[src/rtl/axi_rd_if.sv]
// AXI3 read-address and read-data channel bundle.
// Signals:
//   AR channel: arid, araddr, arlen, arsize, arburst, arlock, arcache, arprot, arvalid, arready.
//   R channel:  rid, rdata, rresp, rlast, rvalid, rready.
// Modports: master (read master side), slave (interconnect/memory side).
interface axi_rd_if;
  logic [3:0]  arid;
  logic [31:0] araddr;
  logic [7:0]  arlen;
  logic [2:0]  arsize;
  logic [1:0]  arburst;
  logic [1:0]  arlock;
  logic [3:0]  arcache;
  logic [2:0]  arprot;
  logic        arvalid;
  logic        arready;
  logic [3:0]  rid;
  logic [31:0] rdata;
  logic [1:0]  rresp;
  logic        rlast;
  logic        rvalid;
  logic        rready;

  modport master (
    output arid, araddr, arlen, arsize, arburst, arlock, arcache, arprot, arvalid, rready,
    input  arready, rid, rdata, rresp, rlast, rvalid
  );

  modport slave (
    input  arid, araddr, arlen, arsize, arburst, arlock, arcache, arprot, arvalid, rready,
    output arready, rid, rdata, rresp, rlast, rvalid
  );
endinterface

[src/rtl/axi_rd.sv]
// AXI3 read master for cache refills (full-line INCR burst) and uncached single-beat loads.
// One request at a time: latch it, wait for the write master to go idle, issue AR, collect
// R beats into a line buffer, then pulse rd_valid_o for one cycle.
// Ports:
//   clk_i, reset_i     clock and synchronous active-high reset
//   rd_req_i/rd_rdy_o  request handshake (accepted when both high)
//   burst_i, addr_i, size_i  request kind, byte address, single-beat size (log2 bytes)
//   rd_valid_o, rd_data_o    one-cycle completion pulse and assembled line
//   wr_idle_i          write master idle; AR is held back until it is high
//   read_unfinish_o    AR issued or R beats outstanding
//   rd_err_o           only with AXI_RD_RESP_CHECK_EN: sticky response/rlast error flag
//   axi_io             AXI AR/R channels (master modport)
// Optional feature macro: AXI_RD_RESP_CHECK_EN.
module axi_rd #(
  parameter int unsigned D_BYTES_PER_LINE = 16,
  parameter int unsigned D_WORDS_PER_LINE = D_BYTES_PER_LINE / 4,
  parameter int unsigned D_BANK_NUM_WIDTH = $clog2(D_WORDS_PER_LINE),
  parameter int unsigned D_LINE_WIDTH     = D_WORDS_PER_LINE * 32,
  parameter logic [3:0]  AXI_ID           = 4'd0
) (
  input  logic                    clk_i,
  input  logic                    reset_i,
  input  logic                    rd_req_i,
  output logic                    rd_rdy_o,
  input  logic                    burst_i,
  input  logic [31:0]             addr_i,
  input  logic [1:0]              size_i,
  output logic                    rd_valid_o,
  output logic [D_LINE_WIDTH-1:0] rd_data_o,
  input  logic                    wr_idle_i,
  output logic                    read_unfinish_o,
`ifdef AXI_RD_RESP_CHECK_EN
  output logic                    rd_err_o,
`endif
  axi_rd_if.master                axi_io
);

  localparam int unsigned OffW = $clog2(D_BYTES_PER_LINE);

  typedef enum logic [2:0] {StIdle, StWaitWr, StAr, StR, StDone} state_e;

  state_e                      state_q, state_d;
  logic [D_BANK_NUM_WIDTH-1:0] ptr_q;
  logic [31:0]                 addr_q;
  logic                        burst_q;
  logic [1:0]                  size_q;
  logic [D_LINE_WIDTH-1:0]     line_q;
  logic                        last_beat;
  logic                        accept;
  logic                        beat;

  assign accept    = (state_q == StIdle) && rd_req_i;
  assign beat      = (state_q == StR) && axi_io.rvalid;
  // Termination is by beat count against arlen, never by rlast.
  assign last_beat = burst_q ? (ptr_q == {D_BANK_NUM_WIDTH{1'b1}}) : (ptr_q == '0);

  always_comb begin
    state_d = state_q;
    unique case (state_q)
      StIdle:   if (rd_req_i)              state_d = StWaitWr;
      StWaitWr: if (wr_idle_i)             state_d = StAr;
      StAr:     if (axi_io.arready)        state_d = StR;
      StR:      if (beat && last_beat)     state_d = StDone;
      StDone:                              state_d = StIdle;
      default:                             state_d = StIdle;
    endcase
  end

  always_ff @(posedge clk_i) begin
    if (reset_i) begin
      state_q <= StIdle;
      ptr_q   <= '0;
      addr_q  <= '0;
      burst_q <= 1'b0;
      size_q  <= '0;
    end else begin
      state_q <= state_d;
      if (accept) begin
        addr_q  <= addr_i;
        burst_q <= burst_i;
        size_q  <= size_i;
        ptr_q   <= '0;
      end else if (beat) begin
        ptr_q <= ptr_q + 1'b1;
      end
    end
  end

  // Line buffer has no reset: contents are meaningless until the first completion.
  always_ff @(posedge clk_i) begin
    if (beat) begin
      line_q[{ptr_q, 5'd0} +: 32] <= axi_io.rdata;
    end
  end

`ifdef AXI_RD_RESP_CHECK_EN
  logic err_q;
  always_ff @(posedge clk_i) begin
    if (reset_i) begin
      err_q <= 1'b0;
    end else if (accept) begin
      err_q <= 1'b0;
    end else if (beat) begin
      err_q <= err_q | (axi_io.rresp != 2'b00) | (axi_io.rlast != last_beat);
    end
  end
  assign rd_err_o = err_q;
  logic unused_rid;
  assign unused_rid = ^axi_io.rid;
`else
  logic unused_r;
  assign unused_r = ^{axi_io.rid, axi_io.rresp, axi_io.rlast};
`endif

  assign rd_rdy_o        = (state_q == StIdle);
  assign rd_valid_o      = (state_q == StDone);
  assign rd_data_o       = line_q;
  // Deliberately excludes StWaitWr so the writer and reader can never wait on each other.
  assign read_unfinish_o = (state_q == StAr) || (state_q == StR);

  assign axi_io.arvalid = (state_q == StAr);
  assign axi_io.rready  = (state_q == StR);
  assign axi_io.araddr  = burst_q ? {addr_q[31:OffW], {OffW{1'b0}}} : addr_q;
  assign axi_io.arlen   = burst_q ? 8'(D_WORDS_PER_LINE - 1) : 8'd0;
  assign axi_io.arsize  = burst_q ? 3'd2 : {1'b0, size_q};
  assign axi_io.arburst = burst_q ? 2'b01 : 2'b00;
  assign axi_io.arid    = AXI_ID;
  assign axi_io.arlock  = 2'b00;
  assign axi_io.arcache = 4'b0000;
  assign axi_io.arprot  = 3'b000;

endmodule

[src/flat_wrapper.sv]
// flat-port wrapper written by rule: the top's interface ports become plain ports
module axi_rd_flat 
#(
  parameter int unsigned D_BYTES_PER_LINE = 16,
  parameter int unsigned D_WORDS_PER_LINE = D_BYTES_PER_LINE / 4,
  parameter int unsigned D_BANK_NUM_WIDTH = $clog2(D_WORDS_PER_LINE),
  parameter int unsigned D_LINE_WIDTH     = D_WORDS_PER_LINE * 32,
  parameter logic [3:0]  AXI_ID           = 4'd0
)
  (clk_i, reset_i, rd_req_i, rd_rdy_o, burst_i, addr_i, size_i, rd_valid_o, rd_data_o, wr_idle_i, read_unfinish_o, axi_io_arid, axi_io_araddr, axi_io_arlen, axi_io_arsize, axi_io_arburst, axi_io_arlock, axi_io_arcache, axi_io_arprot, axi_io_arvalid, axi_io_rready, axi_io_arready, axi_io_rid, axi_io_rdata, axi_io_rresp, axi_io_rlast, axi_io_rvalid);
  axi_rd_if axi_io_i ();
  input  logic clk_i;
  input  logic reset_i;
  input  logic rd_req_i;
  output logic rd_rdy_o;
  input  logic burst_i;
  input  logic [31:0] addr_i;
  input  logic [1:0] size_i;
  output logic rd_valid_o;
  output logic [D_LINE_WIDTH-1:0] rd_data_o;
  input  logic wr_idle_i;
  output logic read_unfinish_o;
  output wire logic [$bits(axi_io_i.arid)-1:0] axi_io_arid;
  output wire logic [$bits(axi_io_i.araddr)-1:0] axi_io_araddr;
  output wire logic [$bits(axi_io_i.arlen)-1:0] axi_io_arlen;
  output wire logic [$bits(axi_io_i.arsize)-1:0] axi_io_arsize;
  output wire logic [$bits(axi_io_i.arburst)-1:0] axi_io_arburst;
  output wire logic [$bits(axi_io_i.arlock)-1:0] axi_io_arlock;
  output wire logic [$bits(axi_io_i.arcache)-1:0] axi_io_arcache;
  output wire logic [$bits(axi_io_i.arprot)-1:0] axi_io_arprot;
  output wire logic [$bits(axi_io_i.arvalid)-1:0] axi_io_arvalid;
  output wire logic [$bits(axi_io_i.rready)-1:0] axi_io_rready;
  input wire logic [$bits(axi_io_i.arready)-1:0] axi_io_arready;
  input wire logic [$bits(axi_io_i.rid)-1:0] axi_io_rid;
  input wire logic [$bits(axi_io_i.rdata)-1:0] axi_io_rdata;
  input wire logic [$bits(axi_io_i.rresp)-1:0] axi_io_rresp;
  input wire logic [$bits(axi_io_i.rlast)-1:0] axi_io_rlast;
  input wire logic [$bits(axi_io_i.rvalid)-1:0] axi_io_rvalid;
  assign axi_io_arid = axi_io_i.arid;
  assign axi_io_araddr = axi_io_i.araddr;
  assign axi_io_arlen = axi_io_i.arlen;
  assign axi_io_arsize = axi_io_i.arsize;
  assign axi_io_arburst = axi_io_i.arburst;
  assign axi_io_arlock = axi_io_i.arlock;
  assign axi_io_arcache = axi_io_i.arcache;
  assign axi_io_arprot = axi_io_i.arprot;
  assign axi_io_arvalid = axi_io_i.arvalid;
  assign axi_io_rready = axi_io_i.rready;
  assign axi_io_i.arready = axi_io_arready;
  assign axi_io_i.rid = axi_io_rid;
  assign axi_io_i.rdata = axi_io_rdata;
  assign axi_io_i.rresp = axi_io_rresp;
  assign axi_io_i.rlast = axi_io_rlast;
  assign axi_io_i.rvalid = axi_io_rvalid;
  axi_rd #(.D_BYTES_PER_LINE(D_BYTES_PER_LINE), .D_WORDS_PER_LINE(D_WORDS_PER_LINE), .D_BANK_NUM_WIDTH(D_BANK_NUM_WIDTH), .D_LINE_WIDTH(D_LINE_WIDTH), .AXI_ID(AXI_ID)) u_core (.clk_i(clk_i), .reset_i(reset_i), .rd_req_i(rd_req_i), .rd_rdy_o(rd_rdy_o), .burst_i(burst_i), .addr_i(addr_i), .size_i(size_i), .rd_valid_o(rd_valid_o), .rd_data_o(rd_data_o), .wr_idle_i(wr_idle_i), .read_unfinish_o(read_unfinish_o), .axi_io(axi_io_i));
endmodule
[config.mk]
export PLATFORM = sky130hd
export DESIGN_NAME = axi_rd_flat
export DESIGN_NICKNAME = d
export VERILOG_FILES = /design/src/rtl/axi_rd_if.sv /design/src/rtl/axi_rd.sv /design/src/flat_wrapper.sv
export SDC_FILE = /design/constraint.sdc
export NUM_CORES = 1
export LEC_CHECK = 0
export ABC_AREA = 0
export ABC_CLOCK_PERIOD_IN_PS = 4300
export CORE_ASPECT_RATIO = 1.25
export CORE_MARGIN = 8
export CORE_UTILIZATION = 47
export CTS_CLUSTER_DIAMETER = 60
export CTS_CLUSTER_SIZE = 30
export DETAILED_ROUTE_END_ITERATION = 10
export GPL_TIMING_DRIVEN = 0
export PLACE_DENSITY = 0.82
export SKIP_LAST_GASP = 1
export SYNTH_ARGS = -nofsm -noshare
export SYNTH_HDL_FRONTEND = slang
export SYNTH_SLANG_ARGS = --single-unit
[constraint.sdc]
create_clock -name clk_i -period 4.3 [get_ports clk_i]
set_input_delay 0.86 -clock clk_i [delete_from_list [all_inputs] [get_ports clk_i]]
set_output_delay 0.86 -clock clk_i [all_outputs]
set_load 0.1 [all_outputs]
==> flow_summary.toml <==
[outcome]
status = "finished clean"

[timing]
min_period_ps = 3380
period_share_pct = 78.5
max_freq_ghz = 0.296
fin_setup_tns_ps = 0
rsz0062_at_grt = "false"
hold_violations = 0
setup_violations = 0
relSlewSlack_pct = 30.1
final_max_slew_viol_count = 0
worst_pin_slew_ps = 1040
finClkSkew_ps = 14.2

[drt]
drc_errors = 0
num_vias = 4888
drt-initial-drc-count = 423
ant_nets = 0
wl_per_cell_um = 18.9
dr.pass1.iters = 5
viasPerCell = 4.88
drt_wl_total_mm = 18.9

[global_route]
grt_max_degree = 33
grtUsageMet3_pct = 8.67
grt_pass1_vias = 5077
grt_pass1_wl_mm = 28.2
antenna_found_initial = 1
grt_usage_pct = 20.2
gr-total-overflow = 0
grt_util_met1_pct = 22.0
use_met2_pct = 35.2
grt_busiest_layer = "met2"

[layout]
finalNonFillerCells = 1001
postLayoutCellArea_um2 = 10100
drive_gt1_share_pct = 12.2
syn2layout_area_growth_pct = 48.7
utilization_pct = 70.8
fin_nets = 894
final_cell_mix = "clkdlybuf4s50_1, and2_1, edfxtp_1, nand2_1, buf_4"
final_common_cell = "clkdlybuf4s50_1"
diodes = 0

[clock_tree]
clkTransAtPathRegs_ps = 70
cts_max_path_buffers = 2
cts-root-buf = "clkbuf_16"
postCtsSetupBuffers = 0
clk_latency_ps = 410
holdBufCountCts = 0
cts_tree = "done"
cts_resized = 0
cts_made_buffers = 17
clock_sinks = 168
htree_levels = 4

[setup_path]
critPathKind = "reg2out"
critPathLaunchType = "flop"
cp.required_ps = 3440
worst-path-max-fanout = 10
end_kind = "output port"
arrival_ps = 2520

[placed_design]
placed_cell_area_um2 = 9500
finalWeightedCongestion = 0.808
dp_hpwl_mm = 14.3
port_buffers = 242
place_inst = 969

[pwr]
p_leak_nw = 3.84
ir_worst_vdd_mv = 0.254
power.density_nw_per_um2 = 382

[hold_path]
hold_class = "reg2reg"

[floorplan]
die_w_um = 123
top_level_ports = 271
die_h_um = 150
die_area_um2 = 18500
start_util_pct = 47.6
coreArea_um2 = 14200
rows = 49

[synthesis]
yosysWarnings = 0
syn-cell-area_um2 = 6780
synth_cell_types = 31
avgSynthCellArea_um2 = 12.8
ys_ff_latch = 168
ys_seq_area_share_pct = 68.6
syn_inst = 529

[flow_run]
max_cap_violations = 0
worst max-delay path, cell delays in order, from the launching register on:
cell             delay (ps)
dfxtp_1                 360
buf_2                   230
nor2b_1                 190
nor2b_1                 180
clkdlybuf4s50_1        1150
state kept, by name (all words and copies together), names as in the netlist:
signal,cells
u_core.state_q,3
u_core.burst_q,1
u_core.rd_data_o,128
u_core.ptr_q,2
u_core.size_q,2
u_core.addr_q,32
layer usage:
| metal | share of wire [%] | vias up |
|---|---|---|
| met5 | 0.048 | - |
| met4 | 1.4 | 2 |
| met3 | 12 | 21 |
| met2 | 50 | 277 |
| met1 | 37 | 2308 |
| li1 | - | 2280 |
power by group:
part           internal, mW  switching, mW  leakage [nW]  total [mW]
Clock                 0.773          0.691         0.280        1.46
Combinational         0.191          0.425          1.98       0.615
Sequential             1.76         0.0182          1.58        1.77
final timing paths:
check / start / endpoint / slack [ps] / depth (start not counted)
setup / recovery: u_core.state_q[1] / axi_io_arvalid / 920 / 4
hold / removal: u_core.addr_q[13] / u_core.addr_q[13] / 460 / 2
setup reg to reg: u_core.ptr_q[0] / u_core.rd_data_o[81] / 1990 / 5
hold reg to reg: u_core.addr_q[13] / u_core.addr_q[13] / 460 / 2
final cells by class:
cell class                      count  area, um2
Fill cell                         973       4150
Sequential cell                   168       4640
Multi-Input combinational cell    299       1670
Buffer                             79        532
Timing Repair Buffer              242       2420
Inverter                            3       11.3
Tap cell                          178        223
Clock inverter                     15        150
Clock buffer                       17        425
per-stage QoR:
| stage | power [mW] | setup WS (ps) | hold WS (ps) |
|---|---|---|---|
| after floorplan | 2.25 | 71.2 | 431 |
| after global placement | 2.41 | 785 | 441 |
| after detailed placement | 2.42 | 1300 | 450 |
| after CTS | 3.87 | 870 | 463 |
| after global routing | 3.97 | 825 | 478 |
| final | 3.85 | 923 | 461 |
cells in the mapped netlist:
master / number / area (um2)
a211o_1: 1 / 8.76
mux2i_1: 1 / 10.0
ha_1: 4 / 50.1
edfxtp_1: 128 / 3840
xnor2_1: 1 / 8.76
nor3b_1: 5 / 37.5
buf_4: 53 / 398
and2_1: 132 / 826
and3_1: 1 / 6.26
mux2_2: 1 / 11.3
nor4b_4: 1 / 23.8
clkbuf_1: 17 / 63.8
inv_1: 3 / 11.3
nor2_1: 2 / 7.51
or2_2: 1 / 6.26
nand2_1: 72 / 270
nor4b_1: 1 / 8.76
buf_6: 4 / 45.0
a21oi_1: 35 / 175
o21ai_0: 1 / 5.00
and4b_1: 1 / 10.0
or4b_1: 2 / 20.0
nor4_1: 1 / 6.26
nor2b_1: 7 / 43.8
nor3_1: 5 / 25.0
nand4b_1: 1 / 8.76
buf_2: 5 / 25.0
o21bai_1: 1 / 7.51
dfxtp_1: 40 / 801
nand3b_1: 1 / 7.51
conb_1: 1 / 3.75
cell families after synthesis:
group | share of synthesized area (%)
AND/OR/NAND/NOR | 19.3
flip-flops | 68.6
buffers and inverters | 8.01
AO/OA/AOI/OAI | 2.90
adder cells (fa/ha/maj) | 0.739
multiplexers | 0.314
other | 0.0553
XOR/XNOR | 0.129
Power figures use the tool's default switching activity.
